File: config.mk
export PLATFORM = sky130hd
export DESIGN_NAME = axi_lite_regfile_slave
export DESIGN_NICKNAME = d
export VERILOG_FILES = /design/src/rtl/axi_lite_pkg.sv /design/src/rtl/axi_lite_hold_reg.sv /design/src/rtl/axi_lite_regfile_slave.sv
export SDC_FILE = /design/constraint.sdc
export NUM_CORES = 1
export LEC_CHECK = 0
export CAP_MARGIN = 10
export CORE_AREA = 2 2 462 464
export CTS_BUF_LIST = sky130_fd_sc_hd__clkbuf_4 sky130_fd_sc_hd__clkbuf_8
export DETAILED_ROUTE_END_ITERATION = 16
export DIE_AREA = 0 0 464 466
export MAX_ROUTING_LAYER = met4
export PLACE_DENSITY = 0.34
export REMOVE_ABC_BUFFERS = 1
export SKIP_CTS_REPAIR_TIMING = 1
export SLEW_MARGIN = 20
export SYNTH_ARGS = -nofsm -noshare
export SYNTH_HDL_FRONTEND = slang
export SYNTH_SLANG_ARGS = --single-unit
File: constraint.sdc
create_clock -name aclk -period 35.1 [get_ports aclk]
set_clock_uncertainty 0.2 [all_clocks]
set_input_delay 7.02 -clock aclk [delete_from_list [all_inputs] [get_ports aclk]]
set_output_delay 7.02 -clock aclk [all_outputs]
set_load 0.005 [all_outputs]
File: src/rtl/axi_lite_pkg.sv
// Shared AXI4-Lite widths, beat types and response codes used by the register-file slave.
package axi_lite_pkg;

  localparam int unsigned ADDR_W = 32;
  localparam int unsigned DATA_W = 32;
  localparam int unsigned STRB_W = DATA_W / 8;

  typedef logic [ADDR_W-1:0] addr_t;
  typedef logic [DATA_W-1:0] data_t;
  typedef logic [STRB_W-1:0] strb_t;

  typedef enum logic [1:0] {
    OKAY   = 2'b00,
    EXOKAY = 2'b01,
    SLVERR = 2'b10,
    DECERR = 2'b11
  } resp_t;

  // Merge new_d into old byte-by-byte wherever the strobe is set.
  function automatic data_t apply_strb(data_t old, data_t new_d, strb_t strb);
    data_t res;
    res = old;
    for (int unsigned j = 0; j < STRB_W; j++) begin
      if (strb[j]) res[8*j +: 8] = new_d[8*j +: 8];
    end
    return res;
  endfunction

endpackage

File: src/rtl/axi_lite_hold_reg.sv
// Single-entry valid/ready holding register: accepts one beat while empty, keeps it until cleared.
module axi_lite_hold_reg #(
  parameter int unsigned W = 32
) (
  input  logic         clk_i,
  input  logic         reset_i,
  input  logic         valid_i,
  input  logic [W-1:0] data_i,
  output logic         ready_o,
  input  logic         clear_i,
  output logic         held_o,
  output logic [W-1:0] data_o
);

  logic         held_q, held_d;
  logic [W-1:0] data_q, data_d;

  assign ready_o = !held_q;
  assign held_o  = held_q;
  assign data_o  = data_q;

  always_comb begin
    held_d = held_q;
    data_d = data_q;
    if (valid_i && !held_q) begin
      held_d = 1'b1;
      data_d = data_i;
    end else if (clear_i) begin
      held_d = 1'b0;
    end
  end

  always_ff @(posedge clk_i or posedge reset_i) begin
    if (reset_i) begin
      held_q <= 1'b0;
      data_q <= '0;
    end else begin
      held_q <= held_d;
      data_q <= data_d;
    end
  end

endmodule

File: src/rtl/axi_lite_regfile_slave.sv
// AXI4-Lite register file: NUM_REGS 32-bit registers with byte strobes, read-only status slots
// fed from reg_in, and per-register write pulses towards the core.
module axi_lite_regfile_slave
  import axi_lite_pkg::*;
#(
  parameter int unsigned              NUM_REGS  = 16,
  parameter logic [NUM_REGS-1:0]      RO_MASK   = '0,
  parameter logic [NUM_REGS*32-1:0]   RESET_VAL = '0
) (
  input  logic                       aclk,
  input  logic                       reset,
  input  logic [ADDR_W-1:0]          awaddr,
  input  logic                       awvalid,
  output logic                       awready,
  input  logic [DATA_W-1:0]          wdata,
  input  logic [STRB_W-1:0]          wstrb,
  input  logic                       wvalid,
  output logic                       wready,
  output logic [1:0]                 bresp,
  output logic                       bvalid,
  input  logic                       bready,
  input  logic [ADDR_W-1:0]          araddr,
  input  logic                       arvalid,
  output logic                       arready,
  output logic [DATA_W-1:0]          rdata,
  output logic [1:0]                 rresp,
  output logic                       rvalid,
  input  logic                       rready,
  output logic [NUM_REGS*DATA_W-1:0] reg_out,
  input  logic [NUM_REGS*DATA_W-1:0] reg_in,
  output logic [NUM_REGS-1:0]        wr_pulse
);

  localparam int unsigned IDXW = $clog2(NUM_REGS);

  addr_t                     aw_addr;
  logic                      aw_held, w_held;
  logic [STRB_W+DATA_W-1:0]  w_bundle;
  data_t                     w_data;
  strb_t                     w_strb;
  logic                      write_fire;

  data_t                     regs_q [NUM_REGS];
  data_t                     regs_d [NUM_REGS];
  data_t                     reg_in_a [NUM_REGS];
  logic                      bvalid_q, bvalid_d;
  resp_t                     bresp_q, bresp_d;
  logic [NUM_REGS-1:0]       wr_pulse_q, wr_pulse_d;
  logic                      rvalid_q, rvalid_d;
  data_t                     rdata_q, rdata_d;
  resp_t                     rresp_q, rresp_d;

  logic [IDXW-1:0]           wr_idx, rd_idx;
  logic                      wr_in_range, rd_in_range, wr_err, ar_fire;
  logic                      unused_addr_lsbs;

  axi_lite_hold_reg #(.W(ADDR_W)) u_aw_hold (
    .clk_i   (aclk),
    .reset_i (reset),
    .valid_i (awvalid),
    .data_i  (awaddr),
    .ready_o (awready),
    .clear_i (write_fire),
    .held_o  (aw_held),
    .data_o  (aw_addr)
  );

  axi_lite_hold_reg #(.W(STRB_W + DATA_W)) u_w_hold (
    .clk_i   (aclk),
    .reset_i (reset),
    .valid_i (wvalid),
    .data_i  ({wstrb, wdata}),
    .ready_o (wready),
    .clear_i (write_fire),
    .held_o  (w_held),
    .data_o  (w_bundle)
  );

  assign w_data = w_bundle[DATA_W-1:0];
  assign w_strb = w_bundle[STRB_W+DATA_W-1:DATA_W];

  // Byte offset within a word is don't-care for decode.
  assign unused_addr_lsbs = ^{aw_addr[1:0], araddr[1:0]};

  assign write_fire  = aw_held && w_held && (!bvalid_q || bready);
  assign wr_idx      = aw_addr[2 +: IDXW];
  assign wr_in_range = (aw_addr >> (IDXW + 2)) == '0;
  assign wr_err      = !wr_in_range || RO_MASK[wr_idx];

  assign ar_fire     = arvalid && !rvalid_q;
  assign rd_idx      = araddr[2 +: IDXW];
  assign rd_in_range = (araddr >> (IDXW + 2)) == '0;

  assign bvalid   = bvalid_q;
  assign bresp    = bresp_q;
  assign wr_pulse = wr_pulse_q;
  assign arready  = !rvalid_q;
  assign rvalid   = rvalid_q;
  assign rdata    = rdata_q;
  assign rresp    = rresp_q;

  always_comb begin
    reg_out = '0;
    for (int unsigned i = 0; i < NUM_REGS; i++) begin
      reg_in_a[i] = reg_in[i*DATA_W +: DATA_W];
      reg_out[i*DATA_W +: DATA_W] = RO_MASK[i] ? reg_in[i*DATA_W +: DATA_W] : regs_q[i];
    end
  end

  // A B handshake and a new write can share an edge: clear first, then re-arm.
  always_comb begin
    regs_d     = regs_q;
    bvalid_d   = bvalid_q;
    bresp_d    = bresp_q;
    wr_pulse_d = '0;
    if (bvalid_q && bready) bvalid_d = 1'b0;
    if (write_fire) begin
      bvalid_d = 1'b1;
      if (wr_err) begin
        bresp_d = SLVERR;
      end else begin
        bresp_d = OKAY;
        if (w_strb != '0) begin
          regs_d[wr_idx]     = apply_strb(regs_q[wr_idx], w_data, w_strb);
          wr_pulse_d[wr_idx] = 1'b1;
        end
      end
    end
  end

  always_comb begin
    rvalid_d = rvalid_q;
    rdata_d  = rdata_q;
    rresp_d  = rresp_q;
    if (ar_fire) begin
      rvalid_d = 1'b1;
      if (!rd_in_range) begin
        rdata_d = '0;
        rresp_d = SLVERR;
      end else begin
        rdata_d = RO_MASK[rd_idx] ? reg_in_a[rd_idx] : regs_q[rd_idx];
        rresp_d = OKAY;
      end
    end else if (rvalid_q && rready) begin
      rvalid_d = 1'b0;
    end
  end

  always_ff @(posedge aclk or posedge reset) begin
    if (reset) begin
      for (int unsigned i = 0; i < NUM_REGS; i++) regs_q[i] <= RESET_VAL[i*DATA_W +: DATA_W];
      bvalid_q   <= 1'b0;
      bresp_q    <= OKAY;
      wr_pulse_q <= '0;
      rvalid_q   <= 1'b0;
      rdata_q    <= '0;
      rresp_q    <= OKAY;
    end else begin
      regs_q     <= regs_d;
      bvalid_q   <= bvalid_d;
      bresp_q    <= bresp_d;
      wr_pulse_q <= wr_pulse_d;
      rvalid_q   <= rvalid_d;
      rdata_q    <= rdata_d;
      rresp_q    <= rresp_d;
    end
  end

endmodule
==> results.cfg <==
[grt]
gr-usage-all-layers_pct = 17.3
grt_first_pass_wirelength_um = 248000
first_global_vias = 25748
gr-total-overflow = 0
grt_max_degree = 93
antenna_found_initial = 37

[cts]
path_clk_slew_ns = 0.05
insertion_delay_ns = 0.91
cts_htree_levels = 4
cts_buffers = 138
tritoncts = done
cts-root-buf = clkbuf_8
clockBufferDepth = 3
cts.sinks = 632

[yosys]
ys.warnings.count = 0
synth_cell_types = 41
async_flop_share_pct = 100
synth-seq-cells = 632
synth_edf_count = 0
ys.flop_type = dfrtp_1
yosysSeqAreaShare_pct = 49.6
syn-cell-area_mm2 = 0.0319
syn_avg_cell_area_um2 = 14.2
syn_inst = 2249

[status]
status = complete, no violations

[floorplan]
die-height_um = 466
io_pins = 1188
core_mm2 = 0.211
initial_utilization_pct = 15.1
rows = 169
die_area_mm2 = 0.216
die_x_um = 464

[drt]
detail-route-antenna-nets = 0
vias = 24275
totalWireLength_um = 185000
first_iter_violations = 1411
vias_per_cell = 4.13
avgRoutedWirePerCell_um = 31.5
drc_errors = 0
first_pass_iters = 5

[sta]
setup_viol = 0
rsz0062_at_grt = no
slew_headroom_pct = 26.1
layout_min_cycle_time_ns = 10.67
hold_ws_ns = 0.293
setup_tns_ns = 0
slew_viol_final = 0
fmax_mhz = 93.7
period_share_pct = 30.4
worst_pin_slew_ns = 1.11
final_hold_viol_count = 0

[pwr]
p_leak_nw = 19.2
powerDensity_mw_per_mm2 = 54.8
peakVddDrop_uv = 37.4

[critical_path]
cp-startpoint = reset
arrival_ns = 11.33
ff2ff_path_depth = 8
cp_common_cell = buf_4
worstPathMaxFanout = 92
setup.worst_path.end_class = asynchronous set/reset pin
path_class = in2async
worst_path_largest_cell_delay_ns = 0.89
path_cells = clkdlybuf4s50_1 > inv_8 > buf_4 > buf_4 > buf_4 > buf_4
slowest_stage = buf_4
start_kind = input port
timing.rr.start = u_aw_hold.data_o[5]$_DFFE_PP0P_
cp.required_ns = 35.76

[worst_hold_path]
hold_class = reg2reg
worstHoldPathCells = 1
hp-start = bresp[1]$_DFFE_PP0P_

[placement]
place_hpwl_um = 127000
io_buffer_count = 669
place_congestion = 0.750

[finish]
layout_common_cells = clkdlybuf4s50_1, dfrtp_1, mux2_2
utilization_pct = 21.3
synthToLayoutAreaGrowth_pct = 40.7
nets = 3553
final_common_cell = clkdlybuf4s50_1
layout-drive-gt1-share_pct = 35.7

[run]
cap_viol_max_count = 0
path summary, 6_finish.rpt:
kind                                            end  slack [ns]
setup / recovery           reg_out[154]$_DFFE_PP0P_       24.43
hold / removal                 bresp[1]$_DFFE_PP0P_        0.29
setup reg to reg           reg_out[228]$_DFFE_PP0P_       30.58
hold reg to reg                bresp[1]$_DFFE_PP0P_        0.29
max in group aclk          reg_out[508]$_DFFE_PP0P_       25.37
min in group asynchronous      rdata[3]$_DFFE_PP0P_        6.39
cell families after synthesis:
logic type,synth area share (%)
AOI/OAI and AO/OA,5.48
buffers and inverters,3.44
DFF,49.6
muxes,37.6
other,0.0118
and+or+nand+nor,3.91
area by class of cell:
| type | instances | area, um2 |
|---|---|---|
| fill | 22584 | 166000 |
| sequential | 632 | 15800 |
| multi-input combinational | 1400 | 15100 |
| timing repair buffer | 753 | 7340 |
| tap | 2821 | 3530 |
| clock buffer | 215 | 2710 |
| clock inverter | 23 | 249 |
| antenna | 27 | 67.6 |
| inverter | 9 | 41.3 |
layer usage:
| metal | GRT usage (%) | wire length (um) |
|---|---|---|
| met3 | 6.33 | 16300 |
| met5 | - | 0 |
| met4 | 3.72 | 3030 |
| met2 | 25.9 | 82600 |
| met1 | 22.3 | 83100 |
power breakdown:
part	leakage, nW	internal [mW]	switching [mW]	total [mW]
sequential	8.66	0.772	0.0519	0.824
combinational	8.96	0.214	0.524	0.738
clock	1.56	0.512	0.385	0.896
total	19.2	1.50	0.960	2.46
Yosys cell counts (2+ instances only):
master	instances	area share, %
nor4_1	28	0.55
a22oi_1	64	1.5
or2_2	2	0.039
clkinv_1	4	0.047
and2_1	2	0.039
nor3_1	33	0.52
mux2_2	543	19
mux2i_1	192	6.0
nand2_1	56	0.66
and2b_1	3	0.071
a2bb2oi_1	17	0.47
a22o_1	32	0.88
mux2_1	31	1.1
buf_4	16	0.38
nand2b_1	6	0.12
nand3_4	10	0.55
nand3b_1	3	0.071
nand3_1	21	0.33
buf_1	17	0.20
nor2_1	40	0.47
mux4_2	160	11
o21ai_0	21	0.33
inv_1	5	0.059
or3b_1	3	0.082
a21oi_1	25	0.39
nor2b_1	5	0.098
a21oi_2	8	0.22
buf_6	15	0.53
a221oi_1	15	0.41
nand4_1	7	0.14
buf_2	86	1.3
clkbuf_1	75	0.88
o22ai_1	64	1.3
or3_1	2	0.039
dfrtp_1	632	50
metrics by stage:
step	cell area [um2]	power, mW	cells	setup WS [ns]
finish	44900	2.46	5880	24.43
global route	44900	2.59	5875	23.85
CTS	44800	2.52	5853	24.21
detailed placement	41900	1.60	5615	23.19
global placement	41800	1.60	5615	23.21
floorplan	30800	1.24	2041	10.18
state kept, by name (all words and copies together), names as in the netlist:
| signal | cells |
|---|---|
| wr_pulse | 16 |
| reg_out | 512 |
| u_aw_hold.held_o | 1 |
| bresp | 1 |
| u_aw_hold.data_o | 30 |
| bvalid | 1 |
| u_w_hold.held_o | 1 |
| u_w_hold.data_o | 36 |
| rvalid | 1 |
| rdata | 32 |
| rresp | 1 |
critical path: cells and delay by family:
| kind | cells | cell delay [ns] |
|---|---|---|
| buf+inv | 6 | 4.09 |
No activity file was read; power rests on OpenSTA's default activity.
